`src/rtl/pram_pkg.sv`:
```
// pram_pkg: PRAM sizing, owner and mode encodings shared by the arbiter and init controller
package pram_pkg;
  localparam int unsigned PRAM_BYTES = 32'h4000;
  localparam int unsigned STARVE_MAX = 4;
  typedef enum logic [1:0] {OWN_NONE, OWN_IF, OWN_LS} owner_e;
  typedef enum logic {MODE_BOOT, MODE_RUN} mode_e;
  function automatic logic in_range(input logic [31:0] a, input int unsigned lim);
    return a < lim;
  endfunction
endpackage

```
`src/rtl/pram_rr_starve.sv`:
```
// pram_rr_starve: LS-priority arbiter between IF and LS with a saturating IF starve counter
module pram_rr_starve #(
  parameter int unsigned STARVE_MAX = pram_pkg::STARVE_MAX
) (
  input  logic       clk_i,
  input  logic       rst_n,
  input  logic       en_i,
  input  logic       if_req_i,
  input  logic       ls_req_i,
  output logic [1:0] gnt_o
);
  import pram_pkg::*;
  localparam int CW = $clog2(STARVE_MAX + 1);
  logic [CW-1:0] cnt_q, cnt_d;
  logic starved, if_w, ls_w;
  always_comb begin
    starved = cnt_q == CW'(STARVE_MAX);
    if_w = en_i & if_req_i & (~ls_req_i | starved);
    ls_w = en_i & ls_req_i & ~if_w;
    gnt_o = {ls_w, if_w};
    cnt_d = (!en_i || !if_req_i || if_w) ? '0 : starved ? cnt_q : cnt_q + 1'b1;
  end
  always_ff @(posedge clk_i or negedge rst_n) begin
    if (!rst_n) cnt_q <= '0;
    else cnt_q <= cnt_d;
  end
endmodule

```
`src/rtl/pram_arbiter.sv`:
```
// pram_arbiter: shares the single-port PRAM between boot load, instruction fetch and load/store
module pram_arbiter #(
  parameter int          ADDR_W     = 16,
  parameter int          DATA_W     = 32,
  parameter int unsigned PRAM_BYTES = pram_pkg::PRAM_BYTES,
  parameter int unsigned STARVE_MAX = pram_pkg::STARVE_MAX
) (
  input  logic                clk_i,
  input  logic                rst_n,
  input  logic                load_when_reset,
  input  logic                boot_valid,
  input  logic [ADDR_W-1:0]   boot_addr,
  input  logic [DATA_W-1:0]   boot_wdata,
  output logic                boot_ack,
  output logic                boot_err,
  input  logic                if_req,
  input  logic [ADDR_W-1:0]   if_addr,
  output logic                if_gnt,
  output logic                if_rvalid,
  output logic [DATA_W-1:0]   if_rdata,
  input  logic                ls_req,
  input  logic                ls_we,
  input  logic [DATA_W/8-1:0] ls_be,
  input  logic [ADDR_W-1:0]   ls_addr,
  input  logic [DATA_W-1:0]   ls_wdata,
  output logic                ls_gnt,
  output logic                ls_rvalid,
  output logic [DATA_W-1:0]   ls_rdata,
  output logic                ls_err,
  output logic                pram_en,
  output logic [DATA_W/8-1:0] pram_we,
  output logic [ADDR_W-3:0]   pram_addr,
  output logic [DATA_W-1:0]   pram_wdata,
  input  logic [DATA_W-1:0]   pram_rdata
);
  import pram_pkg::*;
  mode_e mode_q, mode_d;
  owner_e owner_q, owner_d;
  logic err_q, err_d, boot_err_q, boot_err_d;
  logic boot_m, run_m, boot_in, if_in, ls_in;
  logic [1:0] gnt;
  always_ff @(posedge clk_i or negedge rst_n) begin
    if (!rst_n) mode_q <= MODE_BOOT;
    else mode_q <= mode_d;
  end
  always_comb mode_d = load_when_reset ? MODE_BOOT : MODE_RUN;
  // reset gates both modes so no grant can escape while rst_n is low
  always_comb begin
    boot_m = rst_n && mode_q == MODE_BOOT;
    run_m = rst_n && mode_q == MODE_RUN;
  end
  always_comb begin
    boot_in = in_range(32'(boot_addr), PRAM_BYTES);
    if_in = in_range(32'(if_addr), PRAM_BYTES);
    ls_in = in_range(32'(ls_addr), PRAM_BYTES);
  end
  pram_rr_starve #(.STARVE_MAX(STARVE_MAX)) u_arb (
    .clk_i    (clk_i),
    .rst_n    (rst_n),
    .en_i     (run_m),
    .if_req_i (if_req),
    .ls_req_i (ls_req),
    .gnt_o    (gnt)
  );
  always_comb begin
    boot_ack = boot_m & boot_valid;
    if_gnt = gnt[0];
    ls_gnt = gnt[1];
    pram_en = (boot_ack & boot_in) | (if_gnt & if_in) | (ls_gnt & ls_in);
    pram_we = (boot_ack & boot_in) ? '1 : (ls_gnt & ls_in & ls_we) ? ls_be : '0;
    pram_addr = boot_m ? boot_addr[ADDR_W-1:2] : ls_gnt ? ls_addr[ADDR_W-1:2] : if_addr[ADDR_W-1:2];
    pram_wdata = boot_m ? boot_wdata : ls_wdata;
  end
  always_comb begin
    owner_d = if_gnt ? OWN_IF : ls_gnt ? OWN_LS : OWN_NONE;
    err_d = (if_gnt & ~if_in) | (ls_gnt & ~ls_in);
    boot_err_d = boot_ack & ~boot_in;
  end
  always_ff @(posedge clk_i or negedge rst_n) begin
    if (!rst_n) begin
      owner_q <= OWN_NONE;
      err_q <= 1'b0;
      boot_err_q <= 1'b0;
    end else begin
      owner_q <= owner_d;
      err_q <= err_d;
      boot_err_q <= boot_err_d;
    end
  end
  // an out-of-range access never touched PRAM, so its response data is forced to zero
  always_comb begin
    if_rvalid = owner_q == OWN_IF;
    ls_rvalid = owner_q == OWN_LS;
    ls_err = ls_rvalid & err_q;
    boot_err = boot_err_q;
    if_rdata = (if_rvalid & ~err_q) ? pram_rdata : '0;
    ls_rdata = (ls_rvalid & ~err_q) ? pram_rdata : '0;
  end
endmodule

```
`config.mk`:
```
export PLATFORM = sky130hd
export DESIGN_NAME = pram_arbiter
export DESIGN_NICKNAME = d
export VERILOG_FILES = /design/src/rtl/pram_pkg.sv /design/src/rtl/pram_rr_starve.sv /design/src/rtl/pram_arbiter.sv
export SDC_FILE = /design/constraint.sdc
export NUM_CORES = 1
export LEC_CHECK = 0
export CORE_AREA = 5 5 104 106
export CTS_BUF_LIST = sky130_fd_sc_hd__clkbuf_4 sky130_fd_sc_hd__clkbuf_8
export DETAILED_ROUTE_END_ITERATION = 16
export DIE_AREA = 0 0 109 111
export MAX_ROUTING_LAYER = met4
export PLACE_DENSITY = 0.71
export SETUP_SLACK_MARGIN = 0.1
export SLEW_MARGIN = 20
export SYNTH_ARGS = -nofsm -noshare
export SYNTH_HDL_FRONTEND = slang
export SYNTH_SLANG_ARGS = --single-unit
```
`constraint.sdc`:
```
create_clock -name clk_i -period 1.8 [get_ports clk_i]
set_input_delay 0.27 -clock clk_i [delete_from_list [all_inputs] [get_ports clk_i]]
set_output_delay 0.27 -clock clk_i [all_outputs]
set_load 0.05 [all_outputs]
```
# Word level (Yosys, flattened, before mapping)
# Index checks and enable logic that the tools add are counted.
dict set report op_classes {
  n_addsub 1
  order_cmp 3
  n_eq_ne 4
  bitwise_logic 26
  n_reduce_logical 6
  n_mux 12
}
# cell count
set op_table {}
lappend op_table {{$mux W32} 3}
lappend op_table {{$lt A16 B15 Y1 const B} 3}
lappend op_table {{$mux W14} 2}
lappend op_table {{$and A1 B1 Y1} 15}
lappend op_table {{$mux W4} 2}
lappend op_table {{$not A1 Y1} 7}
lappend op_table {{$mux W3} 2}
lappend op_table {{$mux W2} 2}
lappend op_table {{$or A1 B1 Y1} 4}
lappend op_table {{$add A3 B1 Y3 const B} 1}
lappend op_table {{$eq A3 B3 Y1 const B} 1}
lappend op_table {{$eq A2 B1 Y1 const B} 1}
lappend op_table {{$eq A2 B2 Y1 const B} 1}
lappend op_table {{$logic_and A1 B1 Y1} 2}
lappend op_table {{$logic_not A1 Y1} 2}
lappend op_table {{$logic_or A1 B1 Y1} 2}
lappend op_table {{$ne A2 B2 Y1 const B} 1}
lappend op_table {{$mux W1} 1}
dict set report word_totals {
  regBits 8
  output_inout_bits 122
  word_cells 57
}

# Depth between registers and ports, before layout
dict set report depth {
  ltp_word 9
  mapped_depth 7
  ltp_nobuf 6
}

# Hierarchy
# Synthesis repeated with hierarchy kept, for this count alone.
dict set report unflattened {
  hier_cells 193
  hier_area_um2 1737.9
}
# module area_per_inst_um2 seq_area_each_um2 cells_each n_inst
set by_module_without_submodules {}
lappend by_module_without_submodules {pram_arbiter 1539.0 125.1 171 1}
lappend by_module_without_submodules {pram_rr_starve 198.9 75.1 22 1}

# Least setup slack after synthesis
# Ideal clock, no wire load.
dict set report synth_timing {
  kind {flip-flop to output port}
  from {register u_arb.cnt_q[0]}
  to {output port pram_we[0]}
  path_buffers 0
  stages_incl_launch_ff 6
  arrival_ns 2.033
  slack_ns -0.503
  t_required_ns 1.530
  cell_sequence {dfrtp_1 inv_1 ha_1 nand3_4 nand3_1 o21ai_0}
}
dict set report synth_between {
  elab_chain_cells 9
}
# element line
set synth_lines {}
lappend synth_lines {{from (decl)} pram_rr_starve.sv:14} ;# logic [CW-1:0] cnt_q, cnt_d;
lappend synth_lines {{from (signal assigned)} pram_rr_starve.sv:25} ;# else cnt_q <= cnt_d;
lappend synth_lines {{$eq A3 B3 Y1} pram_rr_starve.sv:17} ;# starved = cnt_q == CW'(STARVE_MAX);
lappend synth_lines {{$or A1 B1 Y1} pram_rr_starve.sv:18} ;# if_w = en_i & if_req_i & (~ls_req_i | starved);
lappend synth_lines {{$and A1 B1 Y1} pram_rr_starve.sv:18}
lappend synth_lines {{$not A1 Y1} pram_rr_starve.sv:19} ;# ls_w = en_i & ls_req_i & ~if_w;
lappend synth_lines {{$and A1 B1 Y1} pram_rr_starve.sv:19}
lappend synth_lines {{$and A1 B1 Y1 (2 in a row)} pram_arbiter.sv:70} ;# pram_we = (boot_ack & boot_in) ? '1 : (ls_gnt & ls_in & ls_we) ? ls_be : '0;
lappend synth_lines {{$mux W4 (2 in a row)} pram_arbiter.sv:70}
lappend synth_lines {{to (decl)} pram_arbiter.sv:31} ;# output logic [DATA_W/8-1:0] pram_we,
# Every way passes these cells.

# Final worst setup path
dict set report layout_timing {
  from {register mode_q}
  to {output port pram_wdata[28]}
}
dict set report layout_between {
  elab_chain_cells 3
}
# element line
set layout_lines {}
lappend layout_lines {{from (decl)} pram_arbiter.sv:37} ;# mode_e mode_q, mode_d;
lappend layout_lines {{from (signal assigned)} pram_arbiter.sv:44} ;# else mode_q <= mode_d;
lappend layout_lines {{$not A1 Y1} pram_arbiter.sv:49} ;# boot_m = rst_n && mode_q == MODE_BOOT;
lappend layout_lines {{$logic_and A1 B1 Y1} pram_arbiter.sv:49}
lappend layout_lines {{$mux W32} pram_arbiter.sv:72} ;# pram_wdata = boot_m ? boot_wdata : ls_wdata;
lappend layout_lines {{to (decl)} pram_arbiter.sv:33} ;# output logic [DATA_W-1:0] pram_wdata,
# Every way passes these cells.

==> impl_metrics.yaml <==
outcome:
  status: "finished, violations left"
  violations: "setup timing"
logic_synthesis:
  netlist.area_leader.share_pct: 28.3
  ys_seq_area_share_pct: 11.7
  ys_ff_latch: 8
  syn_inst: 288
  synth_edf_count: 0
  synthMuxAreaShare_pct: 0
  synth_commonest_cells: "129 x nand2_1, 66 x and2_1, 17 x nand3_1"
  ys_top_cells_by_area: "nand2_1 28%, and2_1 24%, dfrtp_1 12%"
  synth_top_family_by_area: "simple AND/OR/NAND/NOR gates"
  ys_types: 27
  synth-simple-area-share_pct: 64.6
  synth_fa_ha_area_share_pct: 1.46
  async_reset_ff_share_pct: 100
  synth_top_cell_by_area: "nand2_1"
  ys_warn_count: 0
  synth_most_common_cell: "nand2_1"
  syn_avg_cell_area_um2: 5.93
  synth_flop_cell: "dfrtp_1"
  synth-compound-area-share_pct: 11.9
  syn_area_um2: 1710
  synth_xor_xnor_area_share_pct: 0.512
  syn_nets: 445
min_path:
  worstHoldPathType: "in2async"
sta:
  hold_viol: 0
  slew_violations: 0
  finalSetupTns_ps: -2660
  hold_ws_ps: 70.6
  rsz0062_at_grt: "true"
  clock.fmax_ghz: 0.530
  period_share_pct: 105
  finalCriticalPeriod_ps: 1890
  setup_violations: 104
  skew_ps: 1.23
  relSlewSlack_pct: 66.1
  tightestPinTransition_ps: 507
  fin_ws_ps: -86.6
worst_setup_path:
  startpoint: "mode_q"
  startpoint_type: "register"
  crit_type: "reg2out"
  arrival_ps: 1620
  critPathRequiredTime_ps: 1530
  ff2ff_path_depth: 6
  r2r_start: "u_arb.cnt_q[1]"
  worstPathMaxFanout: 6
  end_kind: "primary output"
  r2r_end: "err_q"
  rrSetupSlack_ps: 460
place:
  hpwlAfterDp_um: 10200
  placed_area_um2: 6070
  placedCellCount: 693
  globalplace.congestion: 0.804
  port_buffers: 270
routing:
  viasPerCell: 4.54
  drt_wl_total_um: 15500
  wl_per_cell_um: 21.0
  ant_nets: 0
  drt_first_iter_violations: 116
  firstDrtPassIters: 4
  vias: 3354
  remaining_drc_errors: 0
cts:
  cts.sinks: 8
  clock_latency_ps: 230
  cts_root_buffer: "clkbuf_8"
  clk_pin_slew_ps: 40
  htreeDepth: 1
  cts_tree: "yes"
  cts_buffer_depth: 2
  ctsHoldBuffers: 0
  cts_buffers: 3
power:
  p_total_mw: 2.50
  ir_drop_mv: 0.299
  pwr_density_cell_nw_per_um2: 329
  p_leak_nw: 3.35
floorplan:
  die_area_um2: 12100
  io_pins: 277
  die_h_um: 111
  floorplan.rows: 36
  die_x_um: 109
  initial_core_util_pct: 17.6
  coreArea_um2: 9680
final_layout:
  stdcell_area_um2: 7600
  final_layout_size_suffix_gt1_share_pct: 60.9
  nets: 762
  nFillCells: 543
  area_delta_synth_final_pct: 345
  fin_cells: 738
global_route:
  grt_use_total_pct: 24.5
  grt_pass1_vias: 3934
  grt_pass1_wl_um: 22000
  grt_max_degree: 23
  grt_overflow_total: 0
  antenna_found_initial: 2
job:
  maxCapViolations: 0
worst max-delay path: stages (launching register included):
cell	delay [ps]
dfrtp_2	440
nor2b_4	200
buf_8	150
buf_12	110
buf_12	90
buf_16	130
nand2_4	60
nand2_4	60
buf_12	130
routing by layer:
metal	GRT usage, %	wire length (µm)
met5	-	0
met4	9.60	606
met3	4.66	1310
met2	48.4	8920
met1	22.3	4650
where the power goes:
part / total [mW] / internal, mW / switching, mW
registers: 0.191 / 0.186 / 0.00473
logic: 2.09 / 1.10 / 0.988
clock network: 0.216 / 0.145 / 0.0713
total: 2.50 / 1.43 / 1.06
cell families (layout without fill, tap and decap cells):
kind of cell / Yosys count / after routing
AO/OA/AOI/OAI: 21 / 21
XOR/XNOR: 1 / 1
buffers and inverters: 27 / 342
adder cells (fa/ha/maj): 2 / 2
flip-flops: 8 / 8
other: 0 / 2
AND/OR/NAND/NOR: 229 / 229
registers in the layout (all words and copies together), names as in the netlist:
name         count
u_arb.cnt_q      3
owner_q          2
err_q            1
mode_q           1
boot_err         1
layout make-up:
type	instances	area, µm²	area share [%]
multi-input cells	253	2280	30.0
inverters	7	42.5	0.560
diodes	2	5.00	0.0658
flip-flops and latches	8	201	2.65
clock buffers	3	41.3	0.543
repair buffers	332	4860	64.0
well taps	133	166	2.19
worst max-delay path by stage:
| stage | endpoint | slack, ps | depth (start not counted) |
|---|---|---|---|
| 5_1_grt | pram_addr[2] | -170 | 7 |
| 6_report | pram_wdata[28] | -90 | 8 |
| 2_1_floorplan | pram_addr[0] | -130 | 6 |
| 4_1_cts | pram_addr[2] | -120 | 7 |
| 3_3_place_gp | pram_we[0] | -270 | 6 |
| 3_5_place_dp | pram_addr[2] | -290 | 6 |
per-stage QoR:
step / utilization, % / worst slack (ps)
2_1_floorplan: - / -126
4_1_cts: 77.1 / -124
3_5_place_dp: 62.7 / -294
3_3_place_gp: 62.7 / -272
5_1_grt: 78.5 / -170
6_report: 78.5 / -86.6
cells in the final DEF (no fill, tap or decap), types with 8 or more instances in the layout:
| cell | netlist | routed |
|---|---|---|
| clkdlybuf4s50_1 | 0 | 146 |
| nand3_1 | 17 | 10 |
| buf_16 | 0 | 8 |
| buf_12 | 1 | 136 |
| o211ai_4 | 0 | 9 |
| and2_4 | 0 | 65 |
| nand2_4 | 0 | 72 |
| buf_6 | 1 | 8 |
| nand2_1 | 129 | 52 |
| buf_4 | 6 | 23 |
what timing repair did:
item,in CTS,in global routing
pin swaps,96,62
endpoints found under the setup margin,118,118
cloned,14,2
buffers inserted,25,5
resized for setup,240,42
Note: power is estimated with default switching activity, not from simulation.
